File: config.mk
export PLATFORM = sky130hd
export DESIGN_NAME = pipe_skid_stage
export DESIGN_NICKNAME = d
export VERILOG_FILES = /design/src/rtl/pipe_pkg.sv /design/src/rtl/pipe_data_reg.sv /design/src/rtl/pipe_skid_stage.sv
export SDC_FILE = /design/constraint.sdc
export NUM_CORES = 1
export LEC_CHECK = 0
export BUFFER_PORTS_ARGS = -buffer_cell sky130_fd_sc_hd__clkbuf_2
export CAP_MARGIN = 20
export CORE_ASPECT_RATIO = 0.75
export CORE_MARGIN = 5
export CORE_UTILIZATION = 40
export CTS_CLUSTER_SIZE = 16
export DETAILED_ROUTE_END_ITERATION = 6
export GPL_TIMING_DRIVEN = 0
export SKIP_CTS_REPAIR_TIMING = 1
export SYNTH_ARGS = -nofsm -noshare
export SYNTH_HDL_FRONTEND = slang
export SYNTH_SLANG_ARGS = --single-unit
File: constraint.sdc
create_clock -name clk -period 2.45 [get_ports clk]
set_input_delay 0.49 -clock clk [delete_from_list [all_inputs] [get_ports clk]]
set_output_delay 0.49 -clock clk [all_outputs]
set_load 0.01 [all_outputs]
File: src/rtl/pipe_pkg.sv
// Shared types and defaults for the pipeline skid stage and its data registers.
// Holds the occupancy state encoding and the default bundle widths used by the
// X->M and M->W stage instances.
package pipe_pkg;

  // Occupancy of the stage: EMPTY holds nothing, ONE holds a beat in the main
  // register, FULL holds a beat in main plus a second beat in the skid register.
  typedef enum logic [1:0] {
    EMPTY = 2'b00,
    ONE   = 2'b01,
    FULL  = 2'b10
  } pipe_state_t;

  // Default payload width shared by the XM and MW bundles
  // (ALU result + immediate + rf mux select).
  localparam int PIPE_DATA_W = 66;

  // Default width of the stall performance counter.
  localparam int PIPE_CNT_W = 16;

endpackage

File: src/rtl/pipe_data_reg.sv
// Payload register with load enable and asynchronous active-low reset.
// Used twice by pipe_skid_stage: once as the main (head) register and once as
// the skid register holding the second beat.
module pipe_data_reg
  import pipe_pkg::*;
#(
  parameter int DATA_W = PIPE_DATA_W
) (
  input  logic              clk,
  input  logic              rst,
  input  logic              load,
  input  logic [DATA_W-1:0] d,
  output logic [DATA_W-1:0] q
);

  // Capture the payload only when the owning stage accepts a beat into this slot.
  always_ff @(posedge clk or negedge rst) begin
    if (!rst) begin
      q <= '0;
    end else if (load) begin
      q <= d;
    end
  end

endmodule

File: src/rtl/pipe_skid_stage.sv
// Pipeline stage register with valid/ready handshake and a two-entry skid buffer.
// The main register drives the outputs; the skid register absorbs the one beat
// that can arrive while the stage is being backpressured, so in_ready never
// depends combinationally on out_ready and throughput stays at one beat/cycle.
// Optional feature: define PIPE_SKID_PERF_EN to build a saturating stall counter;
// without it stall_cnt is tied to zero.
module pipe_skid_stage
  import pipe_pkg::*;
#(
  parameter int DATA_W = PIPE_DATA_W,
  parameter int CNT_W  = PIPE_CNT_W
) (
  input  logic              clk,
  input  logic              rst,
  input  logic              flush,
  input  logic              in_valid,
  input  logic [DATA_W-1:0] in_data,
  output logic              in_ready,
  output logic              out_valid,
  output logic [DATA_W-1:0] out_data,
  input  logic              out_ready,
  output logic [CNT_W-1:0]  stall_cnt
);

  pipe_state_t       state;
  logic              run;
  logic              xfer_in;
  logic              xfer_out;
  logic              main_load;
  logic              skid_load;
  logic [DATA_W-1:0] main_d;
  logic [DATA_W-1:0] skid_q;

  // run stays low for the first edge after reset release so that edge can
  // never be taken as an input transfer, whatever in_valid is doing.
  assign in_ready = rst & run & (state != FULL);
  assign xfer_in  = in_valid & in_ready;
  assign xfer_out = out_valid & out_ready;

  // Decide which data slot loads this cycle and from where; flush suppresses
  // every load because the incoming beat is being discarded.
  always_comb begin
    main_load = 1'b0;
    skid_load = 1'b0;
    main_d    = in_data;
    if (!flush) begin
      case (state)
        EMPTY: main_load = xfer_in;
        ONE: begin
          main_load = xfer_in & xfer_out;
          skid_load = xfer_in & ~xfer_out;
        end
        FULL: begin
          main_load = xfer_out;
          main_d    = skid_q;
        end
        default: begin
          main_load = 1'b0;
          skid_load = 1'b0;
        end
      endcase
    end
  end

  // Occupancy state machine with registered out_valid; flush wins over any
  // same-cycle transfer and empties the stage.
  always_ff @(posedge clk or negedge rst) begin
    if (!rst) begin
      state     <= EMPTY;
      out_valid <= 1'b0;
      run       <= 1'b0;
    end else begin
      run <= 1'b1;
      if (flush) begin
        state     <= EMPTY;
        out_valid <= 1'b0;
      end else begin
        case (state)
          EMPTY: begin
            if (xfer_in) begin
              state     <= ONE;
              out_valid <= 1'b1;
            end
          end
          ONE: begin
            if (xfer_in && !xfer_out) begin
              state <= FULL;
            end else if (!xfer_in && xfer_out) begin
              state     <= EMPTY;
              out_valid <= 1'b0;
            end
          end
          FULL: begin
            if (xfer_out) begin
              state <= ONE;
            end
          end
          default: begin
            state     <= EMPTY;
            out_valid <= 1'b0;
          end
        endcase
      end
    end
  end

  pipe_data_reg #(.DATA_W(DATA_W)) u_main (
    .clk  (clk),
    .rst  (rst),
    .load (main_load),
    .d    (main_d),
    .q    (out_data)
  );

  pipe_data_reg #(.DATA_W(DATA_W)) u_skid (
    .clk  (clk),
    .rst  (rst),
    .load (skid_load),
    .d    (in_data),
    .q    (skid_q)
  );

`ifdef PIPE_SKID_PERF_EN
  logic [CNT_W-1:0] stall_q;

  // Count cycles where a valid beat is held back by downstream; saturates at
  // all-ones and survives flush, only reset clears it.
  always_ff @(posedge clk or negedge rst) begin
    if (!rst) begin
      stall_q <= '0;
    end else if (out_valid && !out_ready && (stall_q != {CNT_W{1'b1}})) begin
      stall_q <= stall_q + {{(CNT_W-1){1'b0}}, 1'b1};
    end
  end

  assign stall_cnt = stall_q;
`else
  assign stall_cnt = '0;
`endif

endmodule

* Word-level counts from Yosys, hierarchy flattened *
Index checks and enable logic that the tools add are counted.
W data, S select, Z words.

operators by class
  equality and inequality tests = 9
  muxes and demuxes = 17
  bitwise gates (word level) = 7
  reduce and logical (&&, ||, !) cells = 7

operators with widths
  kind                  number
  $mux W66              2
  $ne A3 B3 Y1 const B  4
  $mux W2               5
  $mux W1               7
  $and A1 B1 Y1         6
  $pmux W1 S3           2
  $pmux W2 S3           1
  $ne A2 B2 Y1 const B  2
  $ne A4 B4 Y1 const B  1
  $reduce_and A4 Y1     1
  $reduce_and A3 Y1     1
  $eq A2 B1 Y1 const B  1
  $eq A2 B2 Y1 const B  1
  $logic_and A1 B1 Y1   2
  $logic_not A1 Y1      2
  $logic_not A2 Y1      1
  $not A1 Y1            1

word-level totals
  register bits = 136
  output and inout port bits = 84
  word-level logic and storage cells = 45

* Depth between registers and ports, before layout *
Gate-level depths: netlist (run 1).

  depth after elaboration = 9
  depth in mapped cells = 5
  depth with buffers taken out = 3

* Modules after synthesis *
Synthesis (run 1) repeated with hierarchy kept, for this count alone.

second synthesis, totals
  cell total of the unflattened synthesis = 394
  area total of the unflattened synthesis = 6,607.6 um2

modules (own cells, without submodules)
  module           times used  cells an instance  area each (um2)  sequential area each (um2)
  pipe_data_reg    2           139                2,611.3          1,651.6
  pipe_skid_stage  1           116                1,385.1          100.1

* Worst setup path before layout (run 1) *
Ideal clock, no wire load.

  path type = input -> register
  start point = in flush
  end point = reg u_main.q[24]
  setup time = 0.127 ns
  data arrival time = 1.712 ns
  required time = 2.323 ns
  slack = 0.611 ns
  cell stages on the path = 5
  path buffers = 2
  cells stage by stage = nor3b_2 > buf_4 > buf_2 > mux2_2 > mux2_1

on the way
  cells in the longest elaborated chain, start to end = 1
  elaborated cells between the ends (all ways) = 2
  classes of those cells = mux: 2

ends and longest elaborated chain
  what                                 line                   RTL
  start, declared                      pipe_skid_stage.sv:15  input logic flush,
  $mux W66 or $mux W1 (tied branches)  pipe_skid_stage.sv:46  if (!flush) begin
  end signal, assigned                 pipe_data_reg.sv:19    q <= '0;
  end signal, assigned                 pipe_data_reg.sv:21    q <= d;
  end, declared                        pipe_data_reg.sv:13    output logic [DATA_W-1:0] q

Parallel ways exist; a longest one is shown, timed or not.
A chain may end at the register's enable or synchronous reset.

* Worst setup path after layout (run 1) *
  start point = reg state[1]
  end point = reg u_main.q[31]

on the way
  cells in the longest elaborated chain, start to end = 6
  elaborated cells between the ends (all ways) = 11
  classes of those cells = eq/ne: 3; mux: 4; bitwise: 3; reduce/logical: 1

ends and longest elaborated chain
  what                    line                   RTL
  start, declared         pipe_skid_stage.sv:25  pipe_state_t state;
  start signal, assigned  pipe_skid_stage.sv:69  state <= EMPTY;
  start signal, assigned  pipe_skid_stage.sv:75  state <= EMPTY;
  start signal, assigned  pipe_skid_stage.sv:81  state <= ONE;
  $ne A2 B2 Y1            pipe_skid_stage.sv:36  assign in_ready = rst & run & (state != FULL);
  $and A1 B1 Y1           pipe_skid_stage.sv:36
  $and A1 B1 Y1           pipe_skid_stage.sv:37  assign xfer_in = in_valid & in_ready;
  $and A1 B1 Y1           pipe_skid_stage.sv:50  main_load = xfer_in & xfer_out;
  $pmux W1 S3             pipe_skid_stage.sv:47  case (state)
  $mux W1                 pipe_skid_stage.sv:46

Parallel ways exist; a longest one is shown, timed or not.

==> flow_metrics.py, run 1 <==
metrics = {
    "cts": {
        "cts.sinks": 136,
        "htreeDepth": 4,
        "numCtsBuffers": 17,
        "ctsRootBufferMaster": "clkbuf_16",
        "path_clk_slew_ns": 0.05,
        "clockBufferDepth": 2,
        "cts_tree": "built",
        "clock_latency_ns": 0.41,
    },
    "critical_path": {
        "critPathMaxStageDelay_ns": 0.47,
        "worstSetupEndpointType": "flip-flop",
        "worstPathArrival_ns": 2.41,
        "critPathMaxFanout": 10,
        "critPathKind": "flip-flop to flip-flop",
        "critPathTopFamily": "multiplexers",
        "crit_buf_inv": 2,
        "required_ns": 2.74,
        "start_kind": "flip-flop",
        "critical-path-slowest-cell": "dfrtp_1",
        "cp_cell_sequence": "nor3b_2 -> buf_4 -> buf_2 -> mux2_2 -> mux2_1",
    },
    "sta": {
        "min_period_ns": 2.12,
        "rsz0062_at_grt": "no",
        "slew_headroom_pct": 57.3,
        "post-route-period-util_pct": 86.6,
        "worst_slew_pin_slew_ns": 0.640,
        "finalSetupTns_ns": 0,
        "fin_skew_ns": 0.00847,
        "drv_slew": 0,
        "setup_viol_count_final": 0,
        "fmax_mhz": 471,
        "hold_viol": 0,
    },
    "global_routing": {
        "grt_usage_pct": 15.0,
        "grt_pass1_wl_microns": 21600,
        "grt_max_degree": 79,
        "antenna_found_initial": 0,
        "grt_overflow": 0,
        "grt_pass1_vias": 4195,
    },
    "place": {
        "place.gp.congestion": 0.746,
        "io_buffers": 138,
        "dpl.hpwl_microns": 9300,
    },
    "layout": {
        "nFillCells": 1345,
        "drive_above_1_share_pct": 67.9,
        "nets": 640,
        "antenna_cells": 0,
        "syn2layout_area_growth_pct": 27.5,
        "finish.utilization_pct": 51.9,
    },
    "logic_synthesis": {
        "ys_seq_area_share_pct": 54.9,
        "synth_top_area_share_pct": 54.9,
        "async_flop_share_pct": 100,
        "ys_warn_count": 0,
        "synth_edf_count": 0,
        "syn_area_sq_um": 6200,
        "synth_cell_type_count": 27,
        "synthCells": 395,
        "synth_area_per_cell_sq_um": 15.7,
        "synth.area.top_cells": "dfrtp_1, mux2_2, mux2_4",
        "ys_ff_latch": 136,
        "yosysTopAreaCell": "dfrtp_1",
        "synth_ff_type": "dfrtp_1",
    },
    "outcome": {
        "status": "finished clean",
    },
    "floorplanning": {
        "die-area_sq_um": 18100,
        "io_pins": 155,
        "std_cell_rows": 39,
        "die_x_microns": 154,
        "fp.dieH_microns": 118,
        "start_util_pct": 40.7,
        "coreArea_sq_um": 15200,
    },
    "pwr": {
        "power_leakage_nw": 3.89,
        "power_w": 0.00684,
        "ir_drop_mv": 0.535,
        "p_per_area_nw_per_um2": 866,
    },
    "routing": {
        "avgRoutedWirePerCell_microns": 16.6,
        "antenna_left": 0,
        "drc": 0,
        "drt_iter0_markers": 102,
        "viasPerCell": 4.79,
        "num_vias": 3767,
        "dr.pass1.iters": 5,
        "drt_wl_total_microns": 13100,
    },
    "hold_path": {
        "hold_class": "primary input to asynchronous set/reset pin",
    },
    "run": {
        "drv_cap": 0,
    },
}
synthesized netlist by cell type (2+ instances only):
master / instances
nand3_1: 2
mux2_2: 158
conb_1: 2
a21o_1: 2
dfrtp_1: 136
a21oi_1: 2
mux2_4: 31
nand4b_1: 2
clkbuf_1: 3
mux2_1: 9
and3_1: 2
buf_4: 19
buf_12: 3
buf_2: 10
a31oi_1: 2
cells by family (layout without fill, tap and decap cells):
logic type,after synthesis,count (layout),synth area share (%)
AO/OA/AOI/OAI,8,8,0.989
buffers and inverters,38,210,4.74
flip-flops,136,136,54.9
multiplexers,198,198,37.9
other,2,17,0.121
AND/OR/NAND/NOR,13,13,1.37
registers in the layout, indices dropped and copies added, names as in the netlist:
register	cells
u_main.q	66
run	1
out_valid	1
u_skid.q	66
state	2
cells in the final DEF (no fill, tap or decap), types with 2 or more instances in the layout:
cell type and n:
mux2_2 158, a21oi_1 2, bufinv_16 3, and3_1 2, mux2_1 9, nand4b_1 2, clkbuf_2 137, clkbuf_8 6
nand3_1 2, buf_12 4, buf_4 19, dfrtp_1 136, a21o_1 2, conb_1 17, buf_2 10, clkbuf_1 5
mux2_4 31, clkbuf_16 17, a31oi_1 2, buf_16 2, clkinv_2 3
metrics by stage:
step           hold WS, ns  instance area (sq um)  worst slack [ns]  instances
3_5_place_dp         0.478                   7240            -0.488        754
2_1_floorplan        0.194                   6250             0.611        410
4_1_cts             0.0642                   7870           -0.0505        786
5_1_grt             0.0623                   7900             0.154        787
6_report            0.0610                   7900             0.329        787
3_3_place_gp         0.469                   7200             -2.56        753
power breakdown:
part	switching [W]	leakage [nW]	total, W	internal [W]
Clock	0.000916	0.309	0.00268	0.00176
Sequential	0.000242	1.73	0.00293	0.00269
Combinational	0.000515	1.85	0.00123	0.000713
metal layers:
metal,GRT usage (%),vias up,part of all wire [%]
met5,0,-,0
met4,5.63,0,1.4
met1,19.6,1889,45
met3,5.62,15,7.5
li1,-,1741,-
met2,22.8,122,46
area by class of cell:
type	instances	area [sq um]	area share [%]
Inverter	1	3.75	0.0475
Clock inverter	7	113	1.43
Sequential cell	136	3400	43.1
Clock buffer	25	515	6.53
Tap cell	205	256	3.25
Timing Repair Buffer	140	761	9.63
Buffer	37	290	3.67
Multi-Input combinational cell	236	2560	32.4
path summary, 6_finish.rpt:
path / cells after the start / startpoint / endpoint / slack (ns)
setup / recovery: 5 / state[1] / u_main.q[31] / 0.33
hold / removal: 2 / rst / u_main.q[12] / 0.06
setup reg to reg: 5 / state[1] / u_main.q[31] / 0.33
hold reg to reg: 1 / u_main.q[32] / u_main.q[32] / 0.49
max in group asynchronous: 2 / rst / u_skid.q[41] / 2.05
min in group clk: 2 / out_ready / state[1] / 0.32
Power figures use the tool's default switching activity.
==> run 2, diff against run 1 <==
==> constraint.sdc (replaced) <==
create_clock -name clk -period 2.1 [get_ports clk]
set_input_delay 0.42 -clock clk [delete_from_list [all_inputs] [get_ports clk]]
set_output_delay 0.42 -clock clk [all_outputs]
set_load 0.01 [all_outputs]
==> flow_metrics.py, run 2 (synthesized netlist as in run 1, its figures left out) <==
metrics = {
    "sta": {
        "hold_viol": 0,
        "post-route-period-util_pct": 94.5,
        "worst_slew_pin_slew_ns": 0.618,
        "min_period_ns": 1.98,
        "rsz0062_at_grt": "no",
        "setup_viol_count_final": 0,
        "drv_slew": 0,
        "fin_skew_ns": 0.00695,
        "timing.final.ws_setup_ns": 0.116,
        "finalSetupTns_ns": 0,
        "slew_headroom_pct": 58.8,
        "fmax_mhz": 504,
    },
    "critical_path": {
        "critPathTopFamily": "multiplexers",
        "critPathMaxStageDelay_ns": 0.47,
        "cp_cell_sequence": "nor3b_4 -> buf_6 -> clkbuf_4 -> mux2_2 -> mux2_1",
        "worstPathArrival_ns": 2.27,
        "critPathKind": "flip-flop to flip-flop",
        "critical-path-slowest-cell": "dfrtp_1",
        "critPathMaxFanout": 10,
        "required_ns": 2.39,
        "worstSetupEndpointType": "flip-flop",
        "start_kind": "flip-flop",
        "crit_buf_inv": 2,
    },
    "layout": {
        "nets": 646,
        "final_common_cell": "mux2_2",
        "nFillCells": 1330,
        "drive_above_1_share_pct": 68.4,
        "layout_common_cells": "mux2_2, clkbuf_2, dfrtp_1, mux2_4, clkbuf_16",
        "top_regs": "u_main.q x66, u_skid.q x66, state x2",
        "antenna_cells": 0,
        "syn2layout_area_growth_pct": 29.7,
    },
    "global_routing": {
        "grt_overflow": 0,
        "grt_pass1_vias": 4195,
        "antenna_found_initial": 0,
        "grt_usage_pct": 15.0,
        "grt_max_degree": 79,
        "grt_pass1_wl_microns": 21600,
    },
    "floorplanning": {
        "std_cell_rows": 39,
        "coreArea_sq_um": 15200,
        "fp.dieH_microns": 118,
        "die-area_sq_um": 18100,
        "die_x_microns": 154,
        "start_util_pct": 40.7,
        "io_pins": 155,
    },
    "routing": {
        "avgRoutedWirePerCell_microns": 17.0,
        "drt_wl_total_microns": 13500,
        "drc": 0,
        "num_vias": 3798,
        "drt_iter0_markers": 101,
        "antenna_left": 0,
        "dr.pass1.iters": 4,
        "viasPerCell": 4.79,
    },
    "pwr": {
        "p_switching_w": 0.00197,
        "comb_power_share_pct": 18.2,
        "power_w": 0.00801,
        "p_per_area_nw_per_um2": 997,
        "power_leakage_nw": 3.95,
        "ir_drop_mv": 0.625,
        "seqPwrFrac_pct": 42.7,
        "swShare_pct": 24.5,
        "power.internal_w": 0.00605,
        "clock_power_share_pct": 39.0,
    },
    "place": {
        "place.gp.congestion": 0.746,
        "io_buffers": 138,
        "dpl.hpwl_microns": 9300,
        "dp_slack_ns": -0.768,
    },
    "cts": {
        "cts.sinks": 136,
        "cts_tree": "built",
        "clockBufferDepth": 2,
        "clock_latency_ns": 0.41,
        "htreeDepth": 4,
        "numCtsBuffers": 17,
        "path_clk_slew_ns": 0.06,
        "ctsRootBufferMaster": "clkbuf_16",
    },
    "outcome": {
        "status": "finished clean",
    },
    "hold_path": {
        "hold_class": "primary input to asynchronous set/reset pin",
    },
    "run": {
        "drv_cap": 0,
    },
}
## run 2: changes by cell type in the layout (fill, tap and decap cells not counted), moves of 2 or more
cell / delta
buf_12: +3
buf_2: -3
clkbuf_16: +2
clkbuf_4: +3
## run 2: final cells by class
cell class,instances,area (sq um),share of cell area [%]
sequential,136,3400,42.4
buffer,37,303,3.77
multi-input combinational,236,2560,31.9
timing repair buffer,146,881,11.0
tap,205,256,3.19
inverter,1,3.75,0.0467
clock inverter,7,113,1.40
clock buffer,25,515,6.41
## run 2: worst paths after layout
path | from | end | slack (ns) | cells after the start
min reg2reg | u_main.q[32] | u_main.q[32] | 0.48 | 1
min | rst | u_main.q[20] | 0.003 | 2
max reg2reg | state[0] | u_main.q[24] | 0.12 | 5
max | state[0] | u_main.q[24] | 0.12 | 5
max in group asynchronous | rst | u_skid.q[58] | 1.37 | 3
min in group clk | out_ready | state[1] | 0.25 | 2
## run 2: worst register-to-register path: cells and delay by family (launching register included)
kind,cells,cell delay [ns]
buf+inv,2,0.45
flops,1,0.47
mux,2,0.65
simple gates,1,0.29
## run 2: stage by stage
step	util, %	std cells	area, sq um	hold WS (ns)
after floorplan	-	410	6250	0.124
after global placement	47.3	753	7200	0.469
after detailed placement	47.5	754	7240	0.439
after CTS	51.7	786	7870	-0.00579
after global routing	52.8	793	8040	-0.00230
final	52.8	793	8040	0.00307
## run 2: routing by layer
metal | vias to the layer above | GRT usage (%) | wire (microns)
li1 | 1754 | - | -
met1 | 1915 | 19.6 | 6170
met2 | 114 | 22.8 | 6180
met3 | 15 | 5.62 | 939
met4 | 0 | 5.63 | 192
met5 | - | 0 | 0
## run 2: power groups by stage
| stage | clock, W | combinational [W] | sequential [W] |
|---|---|---|---|
| 2_1_floorplan | 0 | 0.000678 | 0.00357 |
| 3_3_place_gp | 0 | 0.00141 | 0.00344 |
| 3_5_place_dp | 0 | 0.00145 | 0.00347 |
| 4_1_cts | 0.00321 | 0.00146 | 0.00343 |
| 5_1_grt | 0.00333 | 0.00159 | 0.00349 |
| 6_report | 0.00313 | 0.00146 | 0.00342 |
